File: config.mk
export PLATFORM = sky130hd
export DESIGN_NAME = subtractor_32bit_seq_flat
export DESIGN_NICKNAME = d
export VERILOG_FILES = /design/src/rtl/subtractor_pkg.sv /design/src/rtl/subtractor_32bit_seq_if.sv /design/src/rtl/sub_chunk.sv /design/src/rtl/subtractor_32bit_seq.sv /design/src/flat_wrapper.sv
export SDC_FILE = /design/constraint.sdc
export NUM_CORES = 1
export LEC_CHECK = 0
export CORE_MARGIN = 8
export CORE_UTILIZATION = 35
export DETAILED_ROUTE_END_ITERATION = 10
export GPL_TIMING_DRIVEN = 0
export PLACE_DENSITY = 0.6
export SETUP_SLACK_MARGIN = 0.05
export SLEW_MARGIN = 30
export SYNTH_ARGS = -nofsm -noshare
export SYNTH_HDL_FRONTEND = slang
export SYNTH_SLANG_ARGS = --single-unit
File: constraint.sdc
create_clock -name clk -period 6.4 [get_ports clk]
set_input_delay 1.28 -clock clk [delete_from_list [all_inputs] [get_ports clk]]
set_output_delay 1.28 -clock clk [all_outputs]
set_load 0.1 [all_outputs]
File: src/rtl/subtractor_pkg.sv
// subtractor_pkg: shared state type and default sizing for the chunked subtractor
package subtractor_pkg;
  typedef enum logic [1:0] {IDLE, CALC, DONE} state_e;
  localparam int N_DEF = 32;
  localparam int CHUNK_DEF = 8;
endpackage

File: src/rtl/subtractor_32bit_seq_if.sv
// subtractor_32bit_seq_if: request/result handshake bundle for the sequential subtractor
interface subtractor_32bit_seq_if #(parameter int N = subtractor_pkg::N_DEF);
  logic valid_i;
  logic ready_o;
  logic [N-1:0] a;
  logic [N-1:0] b;
  logic bin;
  logic valid_o;
  logic ready_i;
  logic [N-1:0] diff;
  logic bout;
  logic ovf;
  modport master (output valid_i, a, b, bin, ready_i, input ready_o, valid_o, diff, bout, ovf);
  modport slave (input valid_i, a, b, bin, ready_i, output ready_o, valid_o, diff, bout, ovf);
endinterface

File: src/rtl/sub_chunk.sv
// sub_chunk: combinational W-bit ripple-borrow subtractor built from one-bit full subtractors
module sub_chunk #(
  parameter int W = subtractor_pkg::CHUNK_DEF
) (
  input  logic [W-1:0] a,
  input  logic [W-1:0] b,
  input  logic         bin,
  output logic [W-1:0] diff,
  output logic         bout
);
  logic [W:0] br;
  assign br[0] = bin;
  for (genvar i = 0; i < W; i++) begin : g_bit
    assign diff[i] = a[i] ^ b[i] ^ br[i];
    assign br[i+1] = (~a[i] & b[i]) | (~(a[i] ^ b[i]) & br[i]);
  end
  assign bout = br[W];
endmodule

File: src/rtl/subtractor_32bit_seq.sv
// subtractor_32bit_seq: multi-cycle a - b - bin, one CHUNK-bit slice per clock
module subtractor_32bit_seq
  import subtractor_pkg::*;
#(
  parameter int N = N_DEF,
  parameter int CHUNK = CHUNK_DEF
) (
  input logic clk,
  input logic rst,
  subtractor_32bit_seq_if.slave bus
);
  localparam int NK = N / CHUNK;
  localparam int KW = (NK > 1) ? $clog2(NK) : 1;
  if (N % CHUNK != 0) begin : g_chk
    $error("N must be a multiple of CHUNK");
  end
  state_e state_q, state_d;
  logic [N-1:0] a_q, a_d, b_q, b_d, diff_q, diff_d;
  logic [KW-1:0] k_q, k_d;
  logic br_q, br_d, bout_q, bout_d, ovf_q, ovf_d;
  logic [CHUNK-1:0] c_diff;
  logic c_bout, last;
  sub_chunk #(.W(CHUNK)) u_chunk (
    .a(a_q[int'(k_q)*CHUNK +: CHUNK]),
    .b(b_q[int'(k_q)*CHUNK +: CHUNK]),
    .bin(br_q),
    .diff(c_diff),
    .bout(c_bout)
  );
  assign last = k_q == KW'(NK - 1);
  always_ff @(posedge clk or posedge rst) begin
    if (rst) begin
      state_q <= IDLE;
      a_q <= '0;
      b_q <= '0;
      diff_q <= '0;
      k_q <= '0;
      br_q <= 1'b0;
      bout_q <= 1'b0;
      ovf_q <= 1'b0;
    end else begin
      state_q <= state_d;
      a_q <= a_d;
      b_q <= b_d;
      diff_q <= diff_d;
      k_q <= k_d;
      br_q <= br_d;
      bout_q <= bout_d;
      ovf_q <= ovf_d;
    end
  end
  always_comb begin
    state_d = state_q;
    a_d = a_q;
    b_d = b_q;
    diff_d = diff_q;
    k_d = k_q;
    br_d = br_q;
    bout_d = bout_q;
    ovf_d = ovf_q;
    case (state_q)
      IDLE: if (bus.valid_i) begin
        a_d = bus.a;
        b_d = bus.b;
        br_d = bus.bin;
        k_d = '0;
        state_d = CALC;
      end
      CALC: begin
        diff_d[int'(k_q)*CHUNK +: CHUNK] = c_diff;
        br_d = c_bout;
        k_d = last ? k_q : k_q + 1'b1;
        if (last) begin
          state_d = DONE;
          bout_d = c_bout;
          ovf_d = (a_q[N-1] != b_q[N-1]) && (diff_d[N-1] != a_q[N-1]);
        end
      end
      DONE: state_d = bus.ready_i ? IDLE : DONE;
      default: state_d = IDLE;
    endcase
  end
  assign bus.ready_o = state_q == IDLE;
  assign bus.valid_o = state_q == DONE;
  assign bus.diff = diff_q;
  assign bus.bout = bout_q;
  assign bus.ovf = ovf_q;
endmodule

File: src/flat_wrapper.sv
// flat-port wrapper written by rule: the top's interface ports become plain ports
module subtractor_32bit_seq_flat import subtractor_pkg::*;
#(
  parameter int N = N_DEF,
  parameter int CHUNK = CHUNK_DEF
)
  (clk, rst, bus_valid_i, bus_a, bus_b, bus_bin, bus_ready_i, bus_ready_o, bus_valid_o, bus_diff, bus_bout, bus_ovf);
  subtractor_32bit_seq_if #(.N(N)) bus_i ();
  input logic clk;
  input logic rst;
  input wire logic [$bits(bus_i.valid_i)-1:0] bus_valid_i;
  input wire logic [$bits(bus_i.a)-1:0] bus_a;
  input wire logic [$bits(bus_i.b)-1:0] bus_b;
  input wire logic [$bits(bus_i.bin)-1:0] bus_bin;
  input wire logic [$bits(bus_i.ready_i)-1:0] bus_ready_i;
  output wire logic [$bits(bus_i.ready_o)-1:0] bus_ready_o;
  output wire logic [$bits(bus_i.valid_o)-1:0] bus_valid_o;
  output wire logic [$bits(bus_i.diff)-1:0] bus_diff;
  output wire logic [$bits(bus_i.bout)-1:0] bus_bout;
  output wire logic [$bits(bus_i.ovf)-1:0] bus_ovf;
  assign bus_i.valid_i = bus_valid_i;
  assign bus_i.a = bus_a;
  assign bus_i.b = bus_b;
  assign bus_i.bin = bus_bin;
  assign bus_i.ready_i = bus_ready_i;
  assign bus_ready_o = bus_i.ready_o;
  assign bus_valid_o = bus_i.valid_o;
  assign bus_diff = bus_i.diff;
  assign bus_bout = bus_i.bout;
  assign bus_ovf = bus_i.ovf;
  subtractor_32bit_seq #(.N(N), .CHUNK(CHUNK)) u_core (.clk(clk), .rst(rst), .bus(bus_i));
endmodule
Word-level counts from Yosys, hierarchy flattened. Index checks and enable logic that the tools add are counted. Widths: inputs -> output; s select.

Flip-flop bits (word level): 103. Bits of input ports: 69. Output and inout bits: 36. Logic and storage cells: 96.

Add/sub/neg operators: 2. Equal/unequal tests: 8. Shifts and indexed selects: 4. Mux-type cells: 10. Bitwise operators: 56. Reduce and logical (&&, ||, !) cells: 8.

Operators with widths (number): $shiftx 32x6->8 (2); $neg 5->33 (1); $shift 8x33->32 const A (1); $shiftx 8x33->32 (1); $bwmux 32 (1); $and 1x1->1 (16); $not 1->1 (16); $xor 1x1->1 (16); $mux 2 (5); $or 1x1->1 (8); $reduce_and 2->1 (4); $pmux 2 s3 (1); $eq 2x2->1 const B (2); $ne 2x2->1 const B (2); $pmux 2 s2 (1); $reduce_and 3->1 (1); $add 2x1->2 const B (1); $eq 2x1->1 const B (1); $logic_not 2->1 (1); $ne 1x1->1 (2); $ne 2x1->1 const B (1); $pmux 1 s2 (1); $reduce_bool 2->1 (1); $logic_and 1x1->1 (1); $mux 1 (1).

Longest topological paths before layout.
Depth after elaboration: 22. Gate-level depth with buffers: 17. Depth with buffers taken out: 15.

Hierarchy. Synthesis repeated with hierarchy kept, for this count alone.

Cell total of the unflattened synthesis: 309. Area, all modules: 4892.2 um^2.

Modules (own cells, without submodules): subtractor_32bit_seq (instances 1, cells an instance 283, area each 4664.5 um^2, seq. area each 2577.5 um^2); sub_chunk (instances 1, cells an instance 26, area each 227.7 um^2, seq. area each 0.0 um^2).

Least setup slack after synthesis. OpenSTA, ideal clock, no wires.

Kind: register -> register. From: register u_core.k_q[0]. To: register u_core.ovf_q (netlist: u_core.bus.ovf). Setup time: 130 ps. Data arrival time: 4981 ps. Required time: 6270 ps. Setup slack: 1289 ps. Stages on the path, launching flop included: 18. Buffers on the path: 2. Clock period less this slack: 5111 ps. Cell sequence: dfrtp_1 buf_2 buf_4 mux4_2 inv_1 fa_1 inv_1 fa_1 fa_1 fa_1 fa_1 fa_1 fa_1 inv_1 fa_1 nor4b_1 a2111o_1 a31oi_1.

Word-level cells in the longest chain between the ends: 22.

Ends and longest elaborated chain: from (decl) (RTL line subtractor_32bit_seq.sv:19) `logic [KW-1:0] k_q, k_d;`; from (signal assigned) (RTL line subtractor_32bit_seq.sv:46) `k_q <= k_d;`; $shiftx 32x6->8, on equally long branches (RTL line subtractor_32bit_seq.sv:24, subtractor_32bit_seq.sv:25); $xor 1x1->1 (RTL line sub_chunk.sv:14, sub_chunk.sv:15); $not 1->1 (RTL line sub_chunk.sv:15) `assign br[i+1] = (~a[i] & b[i]) | (~(a[i] ^ b[i]) & br[i]);`; $and 1x1->1 (RTL line sub_chunk.sv:15); $or 1x1->1 (RTL line sub_chunk.sv:15); $and 1x1->1 (RTL line sub_chunk.sv:15); $or 1x1->1 (RTL line sub_chunk.sv:15); $and 1x1->1 (RTL line sub_chunk.sv:15); [... 6 more ...]; $or 1x1->1 (RTL line sub_chunk.sv:15); $and 1x1->1 (RTL line sub_chunk.sv:15); $or 1x1->1 (RTL line sub_chunk.sv:15); $xor 1x1->1 (RTL line sub_chunk.sv:14) `assign diff[i] = a[i] ^ b[i] ^ br[i];`; $shiftx 8x33->32 (RTL line subtractor_32bit_seq.sv:70) `diff_d[int'(k_q)*CHUNK +: CHUNK] = c_diff;`; $bwmux 32 (RTL line subtractor_32bit_seq.sv:70); $ne 1x1->1 (RTL line subtractor_32bit_seq.sv:76) `ovf_d = (a_q[N-1] != b_q[N-1]) && (diff_d[N-1] != a_q[N-1]);`; $logic_and 1x1->1 (RTL line subtractor_32bit_seq.sv:76); to (signal assigned) (RTL line subtractor_32bit_seq.sv:49) `ovf_q <= ovf_d;`; to (decl) (RTL line subtractor_32bit_seq.sv:20) `logic br_q, br_d, bout_q, bout_d, ovf_q, ovf_d;`.

Several ways; a longest one is shown, not always the timed one. A chain may end at the register's enable or synchronous reset.

Worst setup path in the final report. Same ends and word-level chain as after synthesis.

==> flow_summary.toml <==
[floorplanning]
row_count = 42
initial_core_util_pct = 35.6
die-area_sq_um = 17300
die_x_microns = 132
core_area_sq_um = 13100
die_h_microns = 132
pin_count = 105

[yosys]
synth_top_cell_area_share_pct = 55.1
ys_seq_area_share_pct = 55.1
synth_most_common_cell = "dfrtp_1"
synth_common_cells = "103 x dfrtp_1, 60 x mux2_1, 32 x a22o_1, 18 x inv_1, 16 x mux4_2"
ys_types = 36
synth_top_cell_by_area = "dfrtp_1"
synth_area_sq_um = 4680
synthArstFlopShare_pct = 100
synth_ff_type = "dfrtp_1"
ys_ff_latch = 103
avgSynthCellArea_sq_um = 15.5
synthTopCellsByArea = "dfrtp_1 55%, mux2_1 14%, mux4_2 7.7%"
ys_warn_count = 0
synth_edf_count = 0
syn_nets = 385
syn_inst = 302

[run_status]
outcome = "completed"

[route]
first_pass_iters = 4
met1Wirelength_mm = 5.29
ant_nets = 0
vias = 2948
dr_wl_met3_microns = 617
wl_mm = 11.7
drc = 0
wl_met2_mm = 5.61
wl_per_cell_microns = 19.5
drt_iter0_markers = 135
viasPerCell = 4.92
routed.top_layer = "met4"

[sta]
setup_violations = 0
fin_crit_ns = 5.74
finalClockSkew_ns = 0.00831
fin_crit_sh_pct = 89.6
fmax_mhz = 174
fin_tns_setup_ns = 0
tightest_slew_ns = 0.991
rsz0062_at_grt = "no"
max_slew_margin_pct = 33.7
finalMaxSlewViolations = 0
fin_ws_ns = 0.663
hold_viol = 0

[hold_path]
worstHoldEndpoint = "u_core.b_q[21]"
hp-class = "reg -> reg"
worstHoldStart = "u_core.b_q[21]"
hold-path-cell-count = 1

[clocking]
clk_path_buf_depth = 2
cts.sinks = 103
clock_latency_ns = 0.35
cts_buffers = 9
cts-resized-gates = 0
cts_hold_buffers = 0
cts_tree = "done"
clk_pin_slew_ns = 0.07
cts_root_buffer = "clkbuf_16"
htreeDepth = 3
postCtsSetupBuffers = 0

[worst_setup_path]
regToRegEndpoint = "u_core.bus.ovf"
cp-start-kind = "flop"
worstSetupPathType = "reg -> reg"
crit_chain = "buf_2 -> buf_4 -> mux4_2 -> inv_1 -> fa_1 -> inv_1 -> fa_1 -> fa_1 -> fa_1 -> fa_1 -> fa_1 -> fa_1 -> inv_1 -> fa_1 -> nor4b_1 -> a2111o_1 -> a31oi_1"
cpPeakStageDelay_ns = 0.55
cp_slowest_cell = "mux4_2"
timing.rr.start = "u_core.k_q[0]"
worstPathRequired_ns = 6.62
crit_family = "adder cells"
worst-path-buf-inv = 5
crit_arrival_ns = 5.96
critPathMostFrequentCell = "fa_1"
reg2reg_depth = 17
critical_path.max_fanout = 10
r2r_slack_ns = 0.66
end_kind = "flop"

[cells_and_area]
drive_gt1_share_pct = 13.9
finalNetCount = 501
seqCellArea_sq_um = 2580
multi_input_area_sq_um = 1920
stdcell_count = 599
num_antenna_cells = 0
syn_to_final_growth_pct = 34.2
fill_cells = 1175

[placement]
place_congestion = 0.739
placed_cells = 583
place_ws_ns = 0.664
dp_hpwl_mm = 8.79
io_buffers = 104

[global_routing]
antenna_found_initial = 0
grt_max_degree = 67
grt_pass1_wl_mm = 18.7
overflow = 0
first_global_vias = 3331
track_usage_pct = 13.7

[flow_run]
maxCapViolations = 0
-- stage by stage --
stage	instance area, sq um	util, %	hold slack, ns
floorplan	4680	-	0.452
global placement	5940	45.2	0.462
detailed placement	5970	45.5	0.471
CTS	6280	47.8	0.486
global route	6280	47.8	0.500
finish	6280	47.8	0.481
-- cell type report --
type,count,area share (%)
flip-flops and latches,103,41.0
plain buffers,14,1.77
multi-input cells,167,30.6
clock buffers,12,4.08
clock inverters,4,0.817
well taps,176,3.51
repair buffers,105,17.0
inverters,18,1.16
-- logic make-up (layout without fill, tap and decap cells) --
group / count (synthesis) / after routing / share of synthesized area (%)
flip-flops: 103 / 103 / 55.1
multiplexers: 82 / 82 / 23.6
AO/OA/AOI/OAI: 43 / 43 / 7.81
buffers and inverters: 32 / 153 / 3.82
AND/OR/NAND/NOR: 28 / 28 / 4.70
adder cells (fa/ha/maj): 14 / 14 / 5.03
-- per-layer routing --
| metal | GRT usage, % | vias up |
|---|---|---|
| li1 | - | 1343 |
| met1 | 17.5 | 1511 |
| met2 | 21.9 | 81 |
| met3 | 4.15 | 13 |
| met4 | 4.28 | 0 |
| met5 | 0 | - |
-- worst max path at each step --
| stage | start | to | slack [ns] | cells past startpoint |
|---|---|---|---|---|
| 2_1_floorplan | u_core.k_q[0] | u_core.bus.ovf | 1.29 | 17 |
| 3_3_place_gp | u_core.k_q[1] | u_core.bus.ovf | 0.60 | 16 |
| 3_5_place_dp | u_core.k_q[0] | u_core.bus.ovf | 0.66 | 17 |
| 4_1_cts | u_core.k_q[0] | u_core.bus.ovf | 0.62 | 17 |
| 5_1_grt | u_core.k_q[0] | u_core.bus.ovf | 0.35 | 17 |
| 6_report | u_core.k_q[0] | u_core.bus.ovf | 0.66 | 17 |
-- worst register-to-register path: stages (launching register included) --
cell and delay, ns:
dfrtp_1 0.40, buf_2 0.29, buf_4 0.31, mux4_2 0.56
inv_1 0.10, fa_1 0.17, inv_1 0.05, fa_1 0.37
fa_1 0.40, fa_1 0.42, fa_1 0.41, fa_1 0.39
fa_1 0.37, inv_1 0.08, fa_1 0.45, nor4b_1 0.53
a2111o_1 0.24, a31oi_1 0.07
-- state kept, by name, summed over array words and instances (netlist names) --
name / flops
u_core.bus.diff: 32
u_core.br_q: 1
u_core.state_q: 2
u_core.bus.bout: 1
u_core.k_q: 2
u_core.b_q: 32
u_core.a_q: 32
u_core.bus.ovf: 1
-- layout by cell type, fill, tap and decap left out, types with 2 or more instances in the layout --
cell type / synthesis / routed
a21o_1: 2 / 2
a22o_1: 32 / 32
and3b_1: 2 / 2
buf_2: 5 / 5
buf_4: 2 / 2
buf_6: 6 / 6
clkbuf_16: 0 / 9
clkbuf_8: 0 / 2
clkdlybuf4s50_1: 0 / 104
dfrtp_1: 103 / 103
fa_1: 8 / 8
ha_1: 6 / 6
inv_1: 18 / 17
inv_6: 0 / 2
mux2_1: 60 / 60
mux2_2: 6 / 6
mux4_2: 16 / 16
nand2_1: 7 / 7
nand2b_1: 2 / 2
nor2_1: 2 / 2
nor2b_1: 4 / 4
nor3_2: 2 / 2
o21ai_0: 2 / 2
Power is left out: the tool's default activity adds up to more than one toggle a clock period on the data nets, which glitch-free logic cannot reach.
